[src/rtl/microcode_pkg.sv]
// ---------------------------------------------------------------------------
// microcode_pkg
// Shared types and sizing helpers for the microcode loader slice.
//   loader_state_e  : loader FSM state encoding
//   mc_word_width   : microcode word width from control/state field widths
//   bytes_per_word  : number of host bytes needed to carry one word
// ---------------------------------------------------------------------------
package microcode_pkg;

    typedef enum logic [2:0] {
        ST_IDLE    = 3'd0,
        ST_COLLECT = 3'd1,
        ST_WRITE   = 3'd2,
        ST_CHECK   = 3'd3,
        ST_DONE    = 3'd4,
        ST_ERROR   = 3'd5
    } loader_state_e;

    // A word carries the control field plus current-state and next-state fields.
    function automatic int mc_word_width(input int ctl, input int st);
        return ctl + 2 * st;
    endfunction

    // Bytes needed to cover w bits; the unused top bits of the last byte are dropped.
    function automatic int bytes_per_word(input int w);
        return (w + 7) / 8;
    endfunction

endpackage

[src/rtl/microcode_word_assembler.sv]
// ---------------------------------------------------------------------------
// microcode_word_assembler
// Little-endian byte packer: byte k of a word lands in bits [8k+7:8k].
// Ports:
//   clk, rst        clock, asynchronous active-high reset
//   clear_i         drop any partial word, restart at byte 0
//   shift_i         a byte is accepted this cycle
//   byte_i[7:0]     accepted byte
//   word_full_o     this accepted byte completes the word
//   word_next_o     assembled word including the byte on byte_i
// ---------------------------------------------------------------------------
module microcode_word_assembler #(
    parameter int W   = 40,
    parameter int BPW = 5
) (
    input  logic         clk,
    input  logic         rst,
    input  logic         clear_i,
    input  logic         shift_i,
    input  logic [7:0]   byte_i,
    output logic         word_full_o,
    output logic [W-1:0] word_next_o
);

    localparam int IW = (BPW > 1) ? $clog2(BPW) : 1;
    localparam int AW = 8 * BPW;
    localparam logic [IW-1:0] LAST_IDX = IW'(BPW - 1);

    logic [AW-1:0] asm_q;
    logic [AW-1:0] asm_d;
    logic [IW-1:0] idx_q;
    logic [IW-1:0] idx_d;
    logic [AW-1:0] merged_s;

    // Merge the incoming byte into its lane so the top level can register the
    // finished word on the same edge that accepts its final byte.
    always_comb begin
        merged_s = asm_q;
        merged_s[8 * idx_q +: 8] = byte_i;
        word_full_o = shift_i && (idx_q == LAST_IDX);
        word_next_o = merged_s[W-1:0];
    end

    // Next-state for the assembly buffer and byte index.
    always_comb begin
        asm_d = asm_q;
        idx_d = idx_q;
        if (clear_i) begin
            asm_d = '0;
            idx_d = '0;
        end else if (shift_i) begin
            asm_d = merged_s;
            if (idx_q == LAST_IDX) begin
                idx_d = '0;
            end else begin
                idx_d = idx_q + IW'(1);
            end
        end else begin
            asm_d = asm_q;
            idx_d = idx_q;
        end
    end

    // Assembly buffer and byte index registers.
    always_ff @(posedge clk or posedge rst) begin
        if (rst) begin
            asm_q <= '0;
            idx_q <= '0;
        end else begin
            asm_q <= asm_d;
            idx_q <= idx_d;
        end
    end

endmodule

[src/rtl/microcode_loader.sv]
// ---------------------------------------------------------------------------
// microcode_loader
// Packs a host byte stream into microcode words and strobes each word into
// the microcode store; exactly NUM_WORDS writes per session, then done.
// Optional feature macro: CHECKSUM_EN -- one trailing byte after the last
// word; the 8-bit sum of all session bytes plus it must be 8'h00, otherwise
// error is raised (words are still written).
// Ports:
//   clk, rst        clock, asynchronous active-high reset
//   start           begin a session (ignored while busy)
//   in_data/in_valid/in_ready  host byte stream handshake
//   smdata_word     assembled word, held between strobes
//   smload          one-cycle write strobe to the store
//   word_count      words written this session
//   busy/done/error session status; done/error held until next start
// ---------------------------------------------------------------------------
module microcode_loader
    import microcode_pkg::*;
#(
    parameter int NUM_ADDRESS_LINES = 5,
    parameter int NUM_WORDS         = 32,
    parameter int NUM_STATE_BITS    = 4,
    parameter int NUM_CONTROL_BITS  = 32
) (
    input  logic                                         clk,
    input  logic                                         rst,
    input  logic                                         start,
    input  logic [7:0]                                   in_data,
    input  logic                                         in_valid,
    output logic                                         in_ready,
    output logic [NUM_CONTROL_BITS+2*NUM_STATE_BITS-1:0] smdata_word,
    output logic                                         smload,
    output logic [NUM_ADDRESS_LINES:0]                   word_count,
    output logic                                         busy,
    output logic                                         done,
    output logic                                         error
);

    localparam int W   = mc_word_width(NUM_CONTROL_BITS, NUM_STATE_BITS);
    localparam int BPW = bytes_per_word(W);
    localparam int CW  = NUM_ADDRESS_LINES + 1;
    localparam logic [CW-1:0] NUM_WORDS_C = CW'(NUM_WORDS);

    loader_state_e state_q;
    loader_state_e state_d;
    logic [CW-1:0] word_count_q;
    logic [CW-1:0] word_count_d;
    logic [W-1:0]  smdata_q;
    logic [W-1:0]  smdata_d;
    logic          smload_q;
    logic          smload_d;
    logic          in_ready_q;
    logic          in_ready_d;
    logic          busy_q;
    logic          busy_d;
    logic          done_q;
    logic          done_d;
    logic          error_q;
    logic          error_d;

    logic          accept_s;
    logic          shift_s;
    logic          clear_s;
    logic          word_full_s;
    logic [W-1:0]  word_next_s;
    logic [CW-1:0] count_inc_s;

    // in_ready_q mirrors "state is COLLECT or CHECK", so it qualifies transfers.
    assign accept_s    = in_valid && in_ready_q;
    assign shift_s     = accept_s && (state_q == ST_COLLECT);
    assign clear_s     = start && ((state_q == ST_IDLE) || (state_q == ST_DONE) ||
                                   (state_q == ST_ERROR));
    assign count_inc_s = word_count_q + CW'(1);

    microcode_word_assembler #(
        .W   (W),
        .BPW (BPW)
    ) u_asm (
        .clk         (clk),
        .rst         (rst),
        .clear_i     (clear_s),
        .shift_i     (shift_s),
        .byte_i      (in_data),
        .word_full_o (word_full_s),
        .word_next_o (word_next_s)
    );

`ifdef CHECKSUM_EN
    logic [7:0] sum_q;
    logic [7:0] sum_d;
    logic [7:0] sum_next_s;

    assign sum_next_s = sum_q + in_data;

    // Running modulo-256 sum of every byte accepted this session.
    always_comb begin
        sum_d = sum_q;
        if (clear_s) begin
            sum_d = 8'h00;
        end else if (accept_s) begin
            sum_d = sum_next_s;
        end else begin
            sum_d = sum_q;
        end
    end

    // Checksum accumulator register.
    always_ff @(posedge clk or posedge rst) begin
        if (rst) begin
            sum_q <= 8'h00;
        end else begin
            sum_q <= sum_d;
        end
    end
`endif

    // FSM next state, word counter and write strobe/data.
    always_comb begin
        state_d      = state_q;
        word_count_d = word_count_q;
        smdata_d     = smdata_q;
        smload_d     = 1'b0;
        case (state_q)
            ST_IDLE, ST_DONE, ST_ERROR: begin
                if (start) begin
                    state_d      = ST_COLLECT;
                    word_count_d = '0;
                end else begin
                    state_d = state_q;
                end
            end
            ST_COLLECT: begin
                if (word_full_s) begin
                    state_d  = ST_WRITE;
                    smdata_d = word_next_s;
                    smload_d = 1'b1;
                end else begin
                    state_d = ST_COLLECT;
                end
            end
            ST_WRITE: begin
                // Count advances on the edge that ends the strobe, i.e. when
                // the store latches the word.
                word_count_d = count_inc_s;
                if (count_inc_s < NUM_WORDS_C) begin
                    state_d = ST_COLLECT;
                end else begin
`ifdef CHECKSUM_EN
                    state_d = ST_CHECK;
`else
                    state_d = ST_DONE;
`endif
                end
            end
            ST_CHECK: begin
`ifdef CHECKSUM_EN
                if (accept_s) begin
                    if (sum_next_s == 8'h00) begin
                        state_d = ST_DONE;
                    end else begin
                        state_d = ST_ERROR;
                    end
                end else begin
                    state_d = ST_CHECK;
                end
`else
                state_d = ST_IDLE;
`endif
            end
            default: begin
                state_d = ST_IDLE;
            end
        endcase

        // Status outputs are registered from the next state so they line up
        // with the state register.
        in_ready_d = (state_d == ST_COLLECT) || (state_d == ST_CHECK);
        busy_d     = (state_d == ST_COLLECT) || (state_d == ST_WRITE) ||
                     (state_d == ST_CHECK);
        done_d     = (state_d == ST_DONE);
`ifdef CHECKSUM_EN
        error_d    = (state_d == ST_ERROR);
`else
        error_d    = 1'b0;
`endif
    end

    // State, counter and output registers.
    always_ff @(posedge clk or posedge rst) begin
        if (rst) begin
            state_q      <= ST_IDLE;
            word_count_q <= '0;
            smdata_q     <= '0;
            smload_q     <= 1'b0;
            in_ready_q   <= 1'b0;
            busy_q       <= 1'b0;
            done_q       <= 1'b0;
            error_q      <= 1'b0;
        end else begin
            state_q      <= state_d;
            word_count_q <= word_count_d;
            smdata_q     <= smdata_d;
            smload_q     <= smload_d;
            in_ready_q   <= in_ready_d;
            busy_q       <= busy_d;
            done_q       <= done_d;
            error_q      <= error_d;
        end
    end

    assign in_ready    = in_ready_q;
    assign smdata_word = smdata_q;
    assign smload      = smload_q;
    assign word_count  = word_count_q;
    assign busy        = busy_q;
    assign done        = done_q;
    assign error       = error_q;

endmodule

[config.mk]
export PLATFORM = sky130hd
export DESIGN_NAME = microcode_loader
export DESIGN_NICKNAME = d
export VERILOG_FILES = /design/src/rtl/microcode_pkg.sv /design/src/rtl/microcode_word_assembler.sv /design/src/rtl/microcode_loader.sv
export SDC_FILE = /design/constraint.sdc
export NUM_CORES = 1
export LEC_CHECK = 0
export CORE_ASPECT_RATIO = 1.4
export CORE_MARGIN = 3
export CORE_UTILIZATION = 55
export CTS_BUF_LIST = sky130_fd_sc_hd__clkbuf_8 sky130_fd_sc_hd__clkbuf_16
export DETAILED_ROUTE_END_ITERATION = 16
export PLACE_DENSITY = 0.81
export RECOVER_POWER = 50
export SLEW_MARGIN = 15
export SYNTH_ARGS = -nofsm -noshare
export SYNTH_HDL_FRONTEND = slang
export SYNTH_SLANG_ARGS = --single-unit
[constraint.sdc]
create_clock -name clk -period 7.25 [get_ports clk]
set_input_delay 1.0875 -clock clk [delete_from_list [all_inputs] [get_ports clk]]
set_output_delay 1.0875 -clock clk [all_outputs]
set_load 0.01 [all_outputs]
Word level (Yosys, flattened, before mapping):

Cells that the tools add are included.

* register bits after elaboration: 96
* bits in latches: 0
* memory bits (writable): 0
* ROM bits: 0
* bits of input ports: 12
* output and inout port bits: 51
* logic and storage cells: 54
* memories kept: 0

* add/subtract/negate cells: 3
* $mul: 0
* div/mod/pow operators: 0
* order comparisons: 1
* equal/unequal tests: 10
* shift operators: 2
* multiplexer cells: 14
* bitwise operators: 0
* reductions and logical operators: 15

Operator list (count)
* 40-bit 2-to-1 mux: 2
* 40-bit bitwise mux: 1
* 8-bit by 34-bit variable shift with 40-bit output, first input constant: 1
* 8-bit by 34-bit variable part select with 40-bit output: 1
* 6-bit negation with 34-bit output: 1
* 3-bit 2-to-1 mux: 5
* 3-bit equality test, second input constant: 4
* 6-bit one-hot mux with 2 select lines: 1
* 3-bit by 2-bit equality test with 1-bit output, second input constant: 3
* 3-bit one-hot mux with 3 select lines: 1
* 6-bit by 1-bit adder with 6-bit output, second input constant: 1
* 3-bit by 1-bit equality test with 1-bit output, second input constant: 2
* 6-bit less-than comparator, second input constant: 1
* 6-bit 2-to-1 mux: 1
* 1-bit logical OR: 5
* 1-bit logical AND: 4
* 2-bit AND reduction: 2
* 2-bit nonzero test: 2
* 3-bit by 1-bit adder with 3-bit output, second input constant: 1
* 3-bit logical NOT: 1
* 3-bit OR reduction: 1
* 1-bit 2-to-1 mux: 2
* 2-bit 2-to-1 mux: 1
* 2-bit != test, second input constant: 1

Longest topological paths before layout:

* depth in word-level cells: 8
* mapped depth: 9
* depth with buffers taken out: 7

Modules after synthesis:

From an unflattened synthesis, not the netlist that was laid out.

* cells, all modules: 506
* area total of the unflattened synthesis: 5217.5 um2

By module, submodules not included
* microcode_word_assembler: times used 1, cells an instance 355, area each 2832.7 um2, seq. area each 1076.0 um2
* microcode_loader: times used 1, cells an instance 151, area each 2384.8 um2, seq. area each 1326.3 um2

Worst setup path after synthesis:

No wires, ideal clock.

* path type: flip-flop to flip-flop
* start: reg u_asm.idx_q[0]
* end: reg smdata_q[1] (netlist: smdata_word[1])
* library setup time: 137 ps
* arrival time: 2057 ps
* setup slack: 5056 ps
* cell stages (with the launch flop): 8
* buffers on the path: 0
* period minus slack after synthesis: 2194 ps
* cells stage by stage: dfrtp_1 -> inv_1 -> ha_1 -> ha_1 -> or4b_1 -> nor2_4 -> mux2i_1 -> a21oi_1

* word-level cells in the longest chain between the ends: 3

RTL lines
* start, declared: line microcode_word_assembler.sv:31 `logic [IW-1:0] idx_q;`
* start signal, assigned: line microcode_word_assembler.sv:71 `idx_q <= idx_d;`
* 6-bit negation with 34-bit output / 3-bit equality test (equally long branches): line microcode_word_assembler.sv:39, microcode_word_assembler.sv:40
* 8-bit by 34-bit variable part select with 40-bit output (tied with other cells): line microcode_word_assembler.sv:39 `merged_s[8 * idx_q +: 8] = byte_i;`
* 40-bit bitwise mux / 2-bit AND reduction (equally long branches)
* end signal, assigned: line microcode_loader.sv:202 `smdata_q <= smdata_d;`
* end, declared: line microcode_loader.sv:48 `logic [W-1:0] smdata_q;`

Several ways; a longest one is shown, not always the timed one.
A chain may end at the register's enable or synchronous reset.

Worst setup path after layout:

* start: in in_valid
* end: reg smdata_q[20] (netlist: smdata_word[20])

* word-level cells in the longest chain between the ends: 4

RTL lines
* start, declared: line microcode_loader.sv:29 `input logic in_valid,`
* 1-bit logical AND: line microcode_loader.sv:69 `assign accept_s = in_valid && in_ready_q;`
* 1-bit logical AND: line microcode_loader.sv:70 `assign shift_s = accept_s && (state_q == ST_COLLECT);`
* 1-bit logical AND: line microcode_word_assembler.sv:40 `word_full_o = shift_i && (idx_q == LAST_IDX);`
* 2-bit AND reduction (no line)

No other way between the ends.

==> results.md <==
* Post-CTS Setup Inserts at 0
* Dominant synthesized flop cell: dfrtp_1
* Synth Instances at 445
* # H-tree levels at 3
* Slew HR at 37.0%
* Hold-fix buffers, CTS at 0
* Syn avg cell area at 9.79 um^2
* Design internal power at 1.43 mW
* Slowest stage delay, CP at 0.65 ns
* Status: complete, no violations
* RR Startpoint: u_asm.idx_q[0]
* Remaining DRCs at 0
* Largest net degree at the start of global routing at 96
* Register area share after synthesis at 55.1%
* Die Height at 111 um
* CTS Buffer Depth at 2
* Post-Route Setup TNS at 0 ns
* P&R area growth vs syn at 19.8%
* Final wirelength at 9.91 mm
* Setup Skew at 0.00614 ns
* Clock power share at 20.3%
* YS warnings at 0
* IO Pins at 63
* CTS Sinks at 96
* Root Driver: clkbuf_8
* Power Dens Cells at 427 mW/mm^2
* Slowest-stage cell, CP: nor2_4
* Crit path DAT at 3.28 ns
* Via count at 3402
* Most frequent cells in the layout: 96 x dfrtp_1, 74 x nand2_1, 48 x nor2_1, 43 x clkdlybuf4s50_1, 34 x o21ai_0
* First-pass GRT wire length at 16.7 mm
* Die Area at 0.00904 mm^2
* Width of the die at 81.2 um
* Synthesized area at 0.00436 mm^2
* Tcrit/Tclk final at 41.3%
* FMAX at 0.334 GHz
* GRT overflow at 0
* Post-synth top area cell: dfrtp_1
* Detailed Route Iter0 Violations at 317
* Hold Crit Depth at 1
* CTS clk-pin slew, worst paths at 0.09 ns
* RSZ-0062 raised after global routing: no
* Routed Antenna Nets at 0
* Hold_sp: u_asm.asm_q[14]
* Syn nets at 462
* Number of synthesized flops with an enable pin at 0
* Seq pwr share at 38.3%
* CP startpoint kind: primary input
* CTS Buf Count at 9
* Commonest non-fill, non-tap cell in the layout: dfrtp_1
* Synth cell types at 47
* Detailed-route vias per instance at 5.79
* Overall Power at 2.23 mW
* Nets at 503
* Worst setup path startpoint: in_valid
* Tmin final at 3.00 ns
* Worst-path cell chain: dlygate4sd3_1 > nand3_1 > nor2_4 > buf_4 > nor2_1 > a31oi_1
* # resized after CTS at 0
* Req. time, crit path at 7.53 ns
* Worst R2R Path Depth at 8
* Clock Latency Late Sink at 0.36 ns
* Worst R2R End: smdata_word[20]
* Reg2reg setup slack at 4.50 ns
* Combinational group share of total power at 41.4%
* MaxCap Viol Count at 0
* Final setup violation count at 0
* Layout cells sized above 1 at 6.11%
* Antenna cells at 0
* GRT Util Overall at 23.8%
* Initial core utilization at 57.8%
* DR WL/cell at 16.8 um
* Async SR Flop Fraction at 100%
* Worst Max-Slew Pin Slew at 0.940 ns
* Post-synthesis register bit count at 96
* CP max FO at 46
* Hold crit path type: reg -> reg
* Synth top area share at 55.1%
* Worst Setup End Kind: flop
* Net Switching at 0.800 mW
* Switching Share at 35.9%
* Area contributors post-synth: dfrtp_1 55%, nand2_1 6.4%, mux2i_1 5.5%
* IO buf count at 61
* Vias in the first global route at 3306
* Maximum VDD drop at 0.000202 V
* Lkg Pwr at 2.20 nW
* Fin. max-slew vios at 0
* GPL Wtd Cong at 0.841
* DP HPWL at 6.60 mm
* Worst Hold End: u_asm.asm_q[14]
* Drt pass-1 iters at 4
* TritonCTS clock tree: done
* Initial antenna violation count at 0
* Setup CP Type: in -> reg
* Fin. Hold Viols at 0
* Core area at 0.00755 mm^2
* Row cnt at 37
metrics by stage:
| step | util, % | hold WS, ns | std cells | area [um^2] | setup slack (ns) |
|---|---|---|---|---|---|
| 6_report | 69.2 | 0.507 | 588 | 5220 | 4.25 |
| 3_5_place_dp | 65.6 | 0.484 | 572 | 4950 | 3.96 |
| 5_1_grt | 69.2 | 0.522 | 588 | 5220 | 4.01 |
| 4_1_cts | 69.1 | 0.507 | 588 | 5220 | 4.32 |
| 3_3_place_gp | 65.6 | 0.481 | 572 | 4950 | 4.09 |
| 2_1_floorplan | - | 0.465 | 445 | 4360 | 3.66 |
power by group through the flow:
stage	Combinational [mW]	Sequential (mW)	Clock (mW)
5_1_grt	1.03	0.878	0.485
4_1_cts	0.946	0.857	0.459
2_1_floorplan	0.521	0.899	0
3_5_place_dp	0.940	0.865	0
3_3_place_gp	0.908	0.855	0
6_report	0.922	0.854	0.453
area by class of cell:
type	count	area, um^2
multi-input cells	311	1780
clock inverters	6	130
flip-flops and latches	96	2400
inverters	5	20.0
fillers	587	2320
repair buffers	63	629
clock buffers	10	138
well taps	97	121
worst max-delay path, delay by kind of cell:
family                 cells  cell delay (ns)
AND/OR/NAND/NOR            3             0.92
AO/OA/AOI/OAI              1             0.17
buffers and inverters      2             1.08
Yosys cell counts (3+ instances only):
master    count
a22o_1       17
nor3b_1       3
buf_2        10
inv_1         5
mux2i_1      24
ha_1          5
dfrtp_1      96
nand3_1      22
nand2_1      74
buf_4         3
o21ai_0      34
clkbuf_1     18
a21oi_1      29
a31oi_1      16
nor2_1       48
logic make-up (layout without fill, tap and decap cells):
| family | after synthesis | in the layout | share of synthesized area [%] |
|---|---|---|---|
| flops | 96 | 96 | 55.1 |
| simple gates | 175 | 175 | 18.8 |
| xor+xnor | 3 | 3 | 0.603 |
| compound gates | 101 | 101 | 13.9 |
| mux | 26 | 26 | 6.03 |
| fa+ha+maj | 5 | 5 | 1.44 |
| other cells | 1 | 1 | 0.0861 |
| buf+inv | 38 | 84 | 4.02 |
registers in the layout (all words and copies together) (netlist names):
register and cells:
u_asm.asm_q 40, word_count 6, smdata_word 40, u_asm.idx_q 3, busy 1, done 1, state_q 3, in_ready 1
smload 1
routing by layer:
layer	vias to the layer above	global-route usage, %	share of wire [%]
met5	-	0	0
met4	0	11.0	3.6
met2	108	37.5	50
li1	1626	-	-
met3	22	3.66	4.8
met1	1646	31.9	42
how the worst max path moves through the flow:
stage / endpoint / cells past startpoint
global route: smdata_word[20] / 6
CTS: smdata_word[20] / 6
global placement: smdata_word[23] / 6
finish: smdata_word[20] / 6
detailed placement: smdata_word[20] / 6
floorplan: busy / 1
Power figures use the tool's default switching activity.
==> patch: new RTL, same flow settings <==
The option `CHECKSUM_EN` is turned on by a define.
--- a/src/rtl/microcode_loader.sv
+++ b/src/rtl/microcode_loader.sv
@@ -14,6 +14,8 @@
 //   word_count      words written this session
 //   busy/done/error session status; done/error held until next start
 // ---------------------------------------------------------------------------
+`define CHECKSUM_EN
+
 module microcode_loader
     import microcode_pkg::*;
 #(
Check against the original RTL: no difference found for any inputs over 10 cycles, from zero or initial values and one cycle with rst high; that may be too few to reach the edited logic, so the function may still have changed.
==> patch against the original RTL <==
Maximum frequency shrank 17%; count of clock-buffer cells in the layout is the same; worst setup slack lost 0.59 ns; synthesized cell count grew 18%; highest routed layer unchanged; design area grew 15%; sequential cell count grew 9; synthesized area grew 16%; largest cell class unchanged; final cell count grew 15%; hold slack lost 0.032 ns; total power grew 4.2%; clock power grew 6.2%; routed wire length grew 16%; sequential power grew 2.8%.
==> patch: results (changes against the original RTL) <==
routing:
  via_per_inst: 6.08  # +5.0%
  drtIter0Drc: 292  # -7.9%
  routed_wl_um: 11500  # +16%
  first_pass_iters: 5  # +1
final_layout:
  diodes: 0  # unchanged
  n_fill_cell: 682  # +16%
  num-nets-final: 597  # +19%
  drive_gt1_frac: 0.0436  # -0.0175
worst_setup_path:
  setup.worst_path.end: "done"
  rrSetupSlack_ns: 3.82  # -0.68 ns
  r2r-end: "u_asm.asm_q[38]"
  reg2reg_depth: 7  # -1
  slowest_stage: "dlygate4sd3_1"
  cp_top_family: "simple AND/OR/NAND/NOR gates"
  crit_start: "in_data[0]"
  cpPeakStageDelay_ns: 0.79  # +0.14 ns
  cp.arrival_ns: 3.88  # +0.60 ns
  crit_fanout: 9  # -80%
logic_synthesis:
  synthTopCellsByCount: "dfrtp_1, nand2_1, nor2_1"
  yosys-top-cells-area: "dfrtp_1, nand2_1, a22o_1, o21ai_0, ha_1"
  synthFlopType: "dfrtp_1"
  synth_nets: 555  # +20%
  yosysSeqAreaShare: 0.518  # -0.0329
  synthDistinctLibCells: 51  # +8.5%
  syn_inst: 527  # +18%
clock_network:
  clk_latency_ns: 0.35
  clk_pin_slew_ns: 0.07  # -0.02 ns
  cts-root-buf: "clkbuf_16"
placed_design:
  io_buffers: 62  # +1.6%
  dp_hpwl_um: 7610  # +15%
  place_congestion: 0.941  # +12%
  place_inst: 663  # +16%
power_and_ir_drop:
  peakVddDrop_mv: 0.234  # +16%
  leakage_nw: 2.74  # +25%
grt:
  grt_max_degree: 80  # -17%
  grt_pass1_wl_um: 19500  # +17%
  gr-usage-all-layers: 0.234  # -0.00361
  grt_pass1_vias: 3959  # +20%
timing:
  worstMarginPinSlew_ns: 1.21  # +0.269 ns
  fin_skew_ns: 0.00732  # +0.00118 ns
worst_hold_path:
  worstHoldStart: "smdata_word[5]"
status:
  status: "finished clean"
-- patch: cell types whose count changed after synthesis, moves of 8 or more --
| cell | before | now |
|---|---|---|
| a21oi_1 | 29 | 18 |
| a22o_1 | 17 | 26 |
| a31oi_1 | 16 | 26 |
| dfrtp_1 | 96 | 105 |
| ha_1 | 5 | 15 |
| mux2i_1 | 24 | 16 |
| nand2_1 | 74 | 91 |
| nand3_1 | 22 | 31 |
-- patch: worst min-delay path by stage --
stage | to | slack (ns) | cells after the start
finish | smdata_word[5] | 0.48 | 2
CTS | smdata_word[8] | 0.49 | 2
global route | u_asm.asm_q[31] | 0.52 | 1
global placement | smdata_word[2] | 0.47 | 2
detailed placement | smdata_word[8] | 0.48 | 2
floorplan | u_asm.asm_q[16] | 0.47 | 1
-- patch: per-layer routing --
metal / vias up / wire length, um / GRT usage
met3: 13 / 564 / 0.0391
li1: 1948 / - / -
met1: 2031 / 4940 / 0.319
met5: - / 0 / 0
met4: 0 / 185 / 0.0710
met2: 133 / 5820 / 0.382
-- patch: power breakdown --
group / switching [mW] / internal [mW]
Sequential: 0.111 / 0.767
Clock: 0.206 / 0.274
Combinational: 0.556 / 0.410
-- patch: layout make-up --
cell class                 count  share of cell area
multi-input combinational    379               0.376
timing repair buffer          65               0.108
clock inverter                 6             0.00983
tap                          105              0.0220
inverter                       9             0.00586
clock buffer                  10              0.0399
sequential                   105               0.439
-- patch: kinds of logic (layout without fill, tap and decap cells) --
family	count (synthesis)	in the layout	share of synthesized area
and+or+nand+nor	208	208	0.191
AOI/OAI and AO/OA	133	133	0.169
DFF	105	105	0.518
buffers and inverters	43	90	0.0392
adders and majority gates	16	16	0.0410
muxes	16	16	0.0316
xor gates and xnor gates	6	6	0.0104
-- patch: worst min-delay path, delay by kind of cell (launching register included) --
family           cells  cell delay (ns)
flip-flops           1             0.34
AND/OR/NAND/NOR      1             0.04
AO/OA/AOI/OAI        1             0.06
-- patch: per-stage QoR --
step	instance area [um2]	setup WS (ns)	power [mW]	hold slack, ns	util
floorplan	5070	3.40	1.51	0.466	-
global placement	5680	3.30	1.85	0.466	0.649
detailed placement	5680	3.21	1.89	0.476	0.649
CTS	5980	3.56	2.37	0.491	0.683
global route	5980	3.35	2.49	0.520	0.683
finish	5980	3.66	2.32	0.476	0.683
